[config.mk]
export PLATFORM = sky130hd
export DESIGN_NAME = uart_rx_frame_decoder
export DESIGN_NICKNAME = d
export VERILOG_FILES = /design/src/rtl/uart_pkg.sv /design/src/rtl/uart_rx_baud_gen.sv /design/src/rtl/uart_rx_frame_decoder.sv
export SDC_FILE = /design/constraint.sdc
export NUM_CORES = 1
export LEC_CHECK = 0
export ABC_AREA = 1
export CAP_MARGIN = 0
export CORE_MARGIN = 1.5
export CORE_UTILIZATION = 35
export CTS_CLUSTER_DIAMETER = 30
export CTS_CLUSTER_SIZE = 40
export DETAILED_ROUTE_END_ITERATION = 8
export GPL_TIMING_DRIVEN = 0
export SETUP_SLACK_MARGIN = 0.05
export SYNTH_ARGS = -nofsm -noshare
export SYNTH_HDL_FRONTEND = slang
export SYNTH_SLANG_ARGS = --single-unit
export TNS_END_PERCENT = 5
[constraint.sdc]
create_clock -name pe_clk -period 1.6 [get_ports pe_clk]
set_input_delay 0.4 -clock pe_clk [delete_from_list [all_inputs] [get_ports pe_clk]]
set_output_delay 0.4 -clock pe_clk [all_outputs]
set_load 0.005 [all_outputs]
[src/rtl/uart_pkg.sv]
// Shared types and decode helpers for the UART receive framer.
package uart_pkg;

  typedef enum logic [2:0] {
    ST_IDLE,
    ST_START,
    ST_DATA,
    ST_PARITY,
    ST_STOP,
    ST_BREAK
  } rx_state_e;

  localparam logic [1:0] PARITY_EVEN  = 2'd0;
  localparam logic [1:0] PARITY_ODD   = 2'd1;
  localparam logic [1:0] PARITY_MARK  = 2'd2;
  localparam logic [1:0] PARITY_SPACE = 2'd3;

  function automatic logic [3:0] decode_data_bits(input logic [1:0] code);
    return 4'd7 + {2'b00, code};
  endfunction

  function automatic logic [1:0] decode_stop_bits(input logic code);
    return code ? 2'd2 : 2'd1;
  endfunction

endpackage

[src/rtl/uart_rx_baud_gen.sv]
// Prescaler plus oversampling counter; a sync clear realigns both to a start edge.
module uart_rx_baud_gen (
  input  logic        i_clk,
  input  logic        i_srst,
  input  logic        i_clr,
  input  logic [11:0] i_clkdiv,
  input  logic [3:0]  i_oversampling,
  output logic        o_sample_tick,
  output logic        o_mid_tick,
  output logic        o_bit_end,
  output logic [3:0]  o_samp_idx
);
  logic [11:0] r_presc;
  logic [3:0]  r_samp;
  logic [3:0]  w_mid;

  assign w_mid         = i_oversampling >> 1;
  assign o_sample_tick = (r_presc == i_clkdiv);
  assign o_mid_tick    = o_sample_tick && (r_samp == w_mid);
  assign o_bit_end     = o_sample_tick && (r_samp == i_oversampling);
  assign o_samp_idx    = r_samp;

  always_ff @(posedge i_clk) begin
    if (i_srst || i_clr) begin
      r_presc <= '0;
      r_samp  <= '0;
    end else if (o_sample_tick) begin
      r_presc <= '0;
      r_samp  <= (r_samp == i_oversampling) ? 4'd0 : r_samp + 4'd1;
    end else begin
      r_presc <= r_presc + 12'd1;
    end
  end

endmodule

[src/rtl/uart_rx_frame_decoder.sv]
// UART receive framer: sync, start detect, field recovery, FIFO write and status pulses.
// Optional build macro UART_RX_NOISE_FILTER_EN enables 2-of-3 majority bit sampling.
module uart_rx_frame_decoder
  import uart_pkg::*;
#(
  parameter int FIFO_DEPTH = 16
) (
  input  logic        pe_clk,
  input  logic        pe_rst,
  input  logic        uart_rx,
  input  logic        rx_enable,
  input  logic        logic_clr,
  input  logic [11:0] r_clkdiv,
  input  logic [3:0]  r_oversampling,
  input  logic [1:0]  r_data_bit,
  input  logic        r_parity_en,
  input  logic [1:0]  r_parity,
  input  logic        r_stop_bit,
  input  logic        r_error_ignore,
  output logic        fifo_we,
  output logic [9:0]  fifo_data,
  input  logic [4:0]  fifo_num,
  output logic        rx_busy,
  output logic        int_status_rx_stop_detect,
  output logic        int_status_rx_parity_error,
  output logic        int_status_rx_stop_error,
  output logic        int_status_rx_noise_detect,
  output logic        int_status_rx_overflow
);
  localparam logic [4:0] FIFO_FULL = 5'(FIFO_DEPTH);

  rx_state_e   r_state;
  logic        r_sync1, r_sync2, r_line_prev;
  logic [11:0] r_cfg_clkdiv;
  logic [3:0]  r_cfg_os;
  logic [3:0]  r_cfg_nbits;
  logic [1:0]  r_cfg_nstop;
  logic        r_cfg_par_en;
  logic [1:0]  r_cfg_parity;
  logic        r_cfg_ignore;
  logic [9:0]  r_shift;
  logic [3:0]  r_bit_cnt;
  logic        r_par, r_perr, r_serr, r_noise;
  logic        r_fifo_we;
  logic [9:0]  r_fifo_data;
  logic        r_stat_stop, r_stat_perr, r_stat_serr, r_stat_noise, r_stat_ovf;

  logic        w_fall, w_start;
  logic        w_sample_tick, w_mid_tick, w_bit_end;
  logic [3:0]  w_samp_idx;
  logic        w_decide, w_bit, w_disagree;
  logic        w_par_exp, w_serr_final, w_noise_final, w_last_stop;

  // The synchronizer is deliberately left alone by the soft clear.
  always_ff @(posedge pe_clk) begin
    if (pe_rst) begin
      r_sync1     <= 1'b1;
      r_sync2     <= 1'b1;
      r_line_prev <= 1'b1;
    end else begin
      r_sync1     <= uart_rx;
      r_sync2     <= r_sync1;
      r_line_prev <= r_sync2;
    end
  end

  assign w_fall  = r_line_prev & ~r_sync2;
  assign w_start = (r_state == ST_IDLE) && rx_enable && w_fall;

  uart_rx_baud_gen u_baud (
    .i_clk          (pe_clk),
    .i_srst         (pe_rst),
    .i_clr          (logic_clr | w_start),
    .i_clkdiv       (r_cfg_clkdiv),
    .i_oversampling (r_cfg_os),
    .o_sample_tick  (w_sample_tick),
    .o_mid_tick     (w_mid_tick),
    .o_bit_end      (w_bit_end),
    .o_samp_idx     (w_samp_idx)
  );

`ifdef UART_RX_NOISE_FILTER_EN
  logic       r_s_lo, r_s_mid;
  logic [3:0] w_mid;
  assign w_mid = r_cfg_os >> 1;

  always_ff @(posedge pe_clk) begin
    if (pe_rst || logic_clr) begin
      r_s_lo  <= 1'b1;
      r_s_mid <= 1'b1;
    end else begin
      if (w_sample_tick && (w_samp_idx == w_mid - 4'd1)) r_s_lo <= r_sync2;
      if (w_mid_tick) r_s_mid <= r_sync2;
    end
  end

  // The decision is taken on the third tap, so the live line is the mid+1 sample.
  assign w_decide   = w_sample_tick && (w_samp_idx == w_mid + 4'd1);
  assign w_bit      = (r_s_lo & r_s_mid) | (r_s_lo & r_sync2) | (r_s_mid & r_sync2);
  assign w_disagree = !((r_s_lo == r_s_mid) && (r_s_mid == r_sync2));
`else
  logic w_unused_taps;
  assign w_unused_taps = ^{w_sample_tick, w_samp_idx};
  assign w_decide      = w_mid_tick;
  assign w_bit         = r_sync2;
  assign w_disagree    = 1'b0;
`endif

  always_comb begin
    case (r_cfg_parity)
      PARITY_EVEN: w_par_exp = r_par;
      PARITY_ODD:  w_par_exp = ~r_par;
      PARITY_MARK: w_par_exp = 1'b1;
      default:     w_par_exp = 1'b0;
    endcase
  end

  assign w_serr_final  = r_serr | ~w_bit;
  assign w_noise_final = r_noise | w_disagree;
  assign w_last_stop   = (r_bit_cnt == {2'b00, r_cfg_nstop} - 4'd1);

  always_ff @(posedge pe_clk) begin
    if (pe_rst || logic_clr) begin
      r_state      <= ST_IDLE;
      r_cfg_clkdiv <= '0;
      r_cfg_os     <= '0;
      r_cfg_nbits  <= '0;
      r_cfg_nstop  <= '0;
      r_cfg_par_en <= 1'b0;
      r_cfg_parity <= '0;
      r_cfg_ignore <= 1'b0;
      r_shift      <= '0;
      r_bit_cnt    <= '0;
      r_par        <= 1'b0;
      r_perr       <= 1'b0;
      r_serr       <= 1'b0;
      r_noise      <= 1'b0;
      r_fifo_we    <= 1'b0;
      r_fifo_data  <= '0;
      r_stat_stop  <= 1'b0;
      r_stat_perr  <= 1'b0;
      r_stat_serr  <= 1'b0;
      r_stat_noise <= 1'b0;
      r_stat_ovf   <= 1'b0;
    end else begin
      r_fifo_we    <= 1'b0;
      r_stat_stop  <= 1'b0;
      r_stat_perr  <= 1'b0;
      r_stat_serr  <= 1'b0;
      r_stat_noise <= 1'b0;
      r_stat_ovf   <= 1'b0;
      case (r_state)
        ST_IDLE: begin
          if (w_start) begin
            r_cfg_clkdiv <= r_clkdiv;
            r_cfg_os     <= r_oversampling;
            r_cfg_nbits  <= decode_data_bits(r_data_bit);
            r_cfg_nstop  <= decode_stop_bits(r_stop_bit);
            r_cfg_par_en <= r_parity_en;
            r_cfg_parity <= r_parity;
            r_cfg_ignore <= r_error_ignore;
            r_shift      <= '0;
            r_bit_cnt    <= '0;
            r_par        <= 1'b0;
            r_perr       <= 1'b0;
            r_serr       <= 1'b0;
            r_noise      <= 1'b0;
            r_state      <= ST_START;
          end
        end
        ST_START: begin
          if (w_decide && w_bit) begin
            r_stat_noise <= 1'b1;
            r_state      <= ST_IDLE;
          end else begin
            if (w_decide) r_noise <= w_noise_final;
            if (w_bit_end) begin
              r_bit_cnt <= '0;
              r_state   <= ST_DATA;
            end
          end
        end
        ST_DATA: begin
          if (w_decide) begin
            r_shift[r_bit_cnt] <= w_bit;
            r_par              <= r_par ^ w_bit;
            r_noise            <= w_noise_final;
          end
          if (w_bit_end) begin
            if (r_bit_cnt == r_cfg_nbits - 4'd1) begin
              r_bit_cnt <= '0;
              r_state   <= r_cfg_par_en ? ST_PARITY : ST_STOP;
            end else begin
              r_bit_cnt <= r_bit_cnt + 4'd1;
            end
          end
        end
        ST_PARITY: begin
          if (w_decide) begin
            if (w_bit != w_par_exp) r_perr <= 1'b1;
            r_noise <= w_noise_final;
          end
          if (w_bit_end) begin
            r_bit_cnt <= '0;
            r_state   <= ST_STOP;
          end
        end
        ST_STOP: begin
          if (w_decide && w_last_stop) begin
            r_stat_stop  <= 1'b1;
            r_stat_perr  <= r_perr;
            r_stat_serr  <= w_serr_final;
            r_stat_noise <= w_noise_final;
            if (fifo_num == FIFO_FULL) begin
              r_stat_ovf <= 1'b1;
            end else if (!(r_perr || w_serr_final) || r_cfg_ignore) begin
              r_fifo_we   <= 1'b1;
              r_fifo_data <= r_shift;
            end
            // A zero character with a missing stop bit is a line break.
            r_state <= ((r_shift == '0) && w_serr_final) ? ST_BREAK : ST_IDLE;
          end else begin
            if (w_decide) begin
              r_serr  <= w_serr_final;
              r_noise <= w_noise_final;
            end
            if (w_bit_end) r_bit_cnt <= r_bit_cnt + 4'd1;
          end
        end
        ST_BREAK: begin
          if (r_sync2) r_state <= ST_IDLE;
        end
        default: r_state <= ST_IDLE;
      endcase
    end
  end

  assign fifo_we                    = r_fifo_we;
  assign fifo_data                  = r_fifo_data;
  assign rx_busy                    = (r_state != ST_IDLE);
  assign int_status_rx_stop_detect  = r_stat_stop;
  assign int_status_rx_parity_error = r_stat_perr;
  assign int_status_rx_stop_error   = r_stat_serr;
  assign int_status_rx_noise_detect = r_stat_noise;
  assign int_status_rx_overflow     = r_stat_ovf;

endmodule

==> results by group <==
Run status
  – Status: complete, but fails checks
  – Violated checks: negative setup slack

Yosys
  – Async SR Flop Fraction: 0%
  – Unique masters post-synth: 41
  – Synth Cell Area: 0.00404 mm2
  – Area leader, netlist: dfxtp_1
  – Mux share of post-synthesis cell area: 0%
  – Yosys Warn Count: 0
  – Most common flop cell mapped by yosys: dfxtp_1
  – Post-Synthesis Net Count: 613
  – Area share of the leading cell type in the synthesized netlist: 40.1%
  – Simple-gate share of the synthesized area: 33.5%
  – Post-synth EDFFs: 0
  – Compound-gate portion of the synthesized area: 12.0%
  – Adder-Cell Fraction of Synth Area: 2.79%
  – Syn_area_per_cell: 7.07 um2
  – Register bit count reported by yosys: 81
  – Synth area leaders: dfxtp_1 40%, nand2_1 12%, nor2_1 8.6%
  – Xor and xnor area share after synthesis: 3.47%
  – Largest family of logic cells by synthesized area: simple AND/OR/NAND/NOR gates
  – Syn Inst Count: 571
  – Sequential cell area fraction in the yosys report: 40.1%

Route
  – DRT Pass-1 Iters: 4
  – Total number of vias: 3904
  – Iteration-0 DRC count of the detailed router: 173
  – Drt total wl: 10.8 mm
  – Residual DRC: 0
  – Via density: 4.84
  – Number of nets with antenna violations after routing: 0
  – Drt wl/cell: 13.4 um

Floorplanning
  – Initial Utilization: 35.7%
  – Die height: 110 um
  – Core Rows: 39
  – Die width: 110 um
  – I/O pin cnt: 50
  – Core Region: 0.0113 mm2
  – Die ar.: 0.0122 mm2

Power
  – Maximum VDD drop: 0.477 mV
  – P_leak: 0.00237 uW
  – PwrDens: 983 mW/mm2

Placed design
  – Placed cell areas: 0.00473 mm2
  – # port buffers: 49
  – Routability cong.: 0.899
  – Place WS: -0.980 ns
  – Dpl hpwl: 7.71 mm

Finish
  – Commonest non-fill, non-tap cell in the layout: nand2_1
  – Layout Area Growth over Synthesis: 40.1%
  – Final Util: 50.0%
  – Design Area, Final: 0.00566 mm2
  – Most frequent cells in the layout: 117 x nand2_1, 82 x nor2_1, 62 x dfxtp_1
  – Fill cells: 1102
  – # diodes: 0
  – Fin nets: 700
  – Share of layout cells above drive strength 1: 25.5%

Timing
  – Setup TNS Final: -5.90 ns
  – Minimum clock period: 1.83 ns
  – Fin crit share: 115%
  – Worst Tran Pin Value: 0.567 ns
  – Fmax: 546 MHz
  – RSZ-0062 raised after global routing: true
  – Max Transition Viols Final: 0
  – Final hold vios: 0
  – Clock Skew: 0.00926 ns
  – Setup ws final: -0.233 ns
  – Endpoints failing setup: 37
  – Worst rel slew slack: 61.8%

Clocking
  – Clk buf depth: 2
  – H-tree depth: 3
  – Clock insertion delay at the later pin of the skew report: 0.34 ns
  – Clock sink total: 81
  – CTS clk-pin slew, worst paths: 0.06 ns
  – Num CTS Buffers: 9
  – CTS root buf: clkbuf_16
  – CTS tree: built

Global route
  – Total GRT Usage: 17.6%
  – Number of global-route vias before repair: 3606
  – Initial antenna violation count: 0
  – Largest net degree at the start of global routing: 14
  – Global-route wire length before repair: 17.3 mm
  – Grt ovf: 0

Worst setup path
  – CP Class: reg2reg
  – Worst endpoint required time: 1.84 ns
  – Critical path cell sequence: inv_2, nand2_1, nand2_1, nor2_2, nand2_2, nor2_4, buf_12, nand4_1, nor2_2, nor2_4, buf_6, a21oi_2, nor2_1
  – Max stage delay on crit path: 0.36 ns
  – Buffers & Inverters on Critical Path: 3
  – Crit end category: flip-flop
  – Critical path launch point type: flip-flop
  – Worst path arrival time: 2.07 ns
  – Delay-heaviest family, CP: simple AND/OR/NAND/NOR gates
  – CP max-delay cell: dfxtp_4
  – Max FO, Critical Path: 5

Run
  – Max_cap viols: 0

Hold path
  – Worst hold path type: reg2reg
synthesized netlist by cell type, drive strengths merged, types with 5 or more instances:
| cell | n |
|---|---|
| inv | 64 |
| clkbuf | 5 |
| xor2 | 11 |
| a21boi | 7 |
| o21ai | 38 |
| nand3 | 30 |
| ha | 9 |
| nand2 | 130 |
| nand4 | 11 |
| or2 | 5 |
| buf | 9 |
| a21oi | 32 |
| dfxtp | 81 |
| xnor2 | 5 |
| nor3 | 6 |
| nor2 | 108 |
metal layers:
layer | GRT usage, % | routed length, um | share of wire [%]
met2 | 30.4 | 5260 | 49
met3 | 3.95 | 489 | 4.5
met5 | 0 | 0 | 0
met4 | 5.30 | 216 | 2.0
met1 | 21.7 | 4870 | 45
state kept, by name, indices dropped and copies added, names as in the netlist, 2 cells and up:
register / count
fifo_data: 10
r_bit_cnt: 4
r_cfg_clkdiv: 12
r_cfg_nbits: 4
r_cfg_nstop: 2
r_cfg_os: 4
r_cfg_parity: 2
r_shift: 10
r_state: 3
u_baud.o_samp_idx: 4
u_baud.r_presc: 12
worst paths after layout:
check / start / end / slack [ns] / depth (start not counted)
setup / recovery: u_baud.r_presc[0]$_SDFF_PP0_ / r_bit_cnt[2]$_SDFFE_PP0P_ / -0.23 / 13
hold / removal: r_sync1$_SDFF_PP1_ / r_sync2$_SDFF_PP1_ / 0.41 / 1
setup reg to reg: u_baud.r_presc[0]$_SDFF_PP0_ / r_bit_cnt[2]$_SDFFE_PP0P_ / -0.23 / 13
hold reg to reg: r_sync1$_SDFF_PP1_ / r_sync2$_SDFF_PP1_ / 0.41 / 1
power by group:
group	internal, uW	switching [uW]	total [uW]
Clock	1570	825	2390
Combinational	464	598	1060
Sequential	2060	53.0	2110
Total	4090	1480	5560
through the flow:
step / hold WS, ns / std cells / power, uW
floorplan: 0.389 / 571 / 2680
detailed placement: 0.394 / 763 / 2940
global route: 0.419 / 806 / 5780
CTS: 0.409 / 791 / 5400
global placement: 0.391 / 763 / 2930
finish: 0.408 / 806 / 5560
repair_timing:
item | 4_1_cts | 5_1_grt
gates resized for setup | 56 | 77
endpoints found under the setup margin | 90 | 79
hold buffers | 0 | 0
setup buffers | 10 | 15
pin swaps | 14 | 34
cloned | 2 | 0
cells by family after synthesis:
logic type	count (synthesis)
AND/OR/NAND/NOR	299
XOR/XNOR	16
AO/OA/AOI/OAI	86
flip-flops	81
buffers and inverters	80
adder cells (fa/ha/maj)	9
cell type report:
class | count | area (um2) | share of cell area [%]
buffer | 14 | 125 | 2.21
inverter | 66 | 265 | 4.69
sequential | 81 | 1660 | 29.3
multi-input combinational | 410 | 2360 | 41.7
clock inverter | 5 | 103 | 1.81
clock buffer | 11 | 243 | 4.29
timing repair buffer | 76 | 728 | 12.9
tap | 143 | 179 | 3.16
Power figures use the tool's default switching activity.
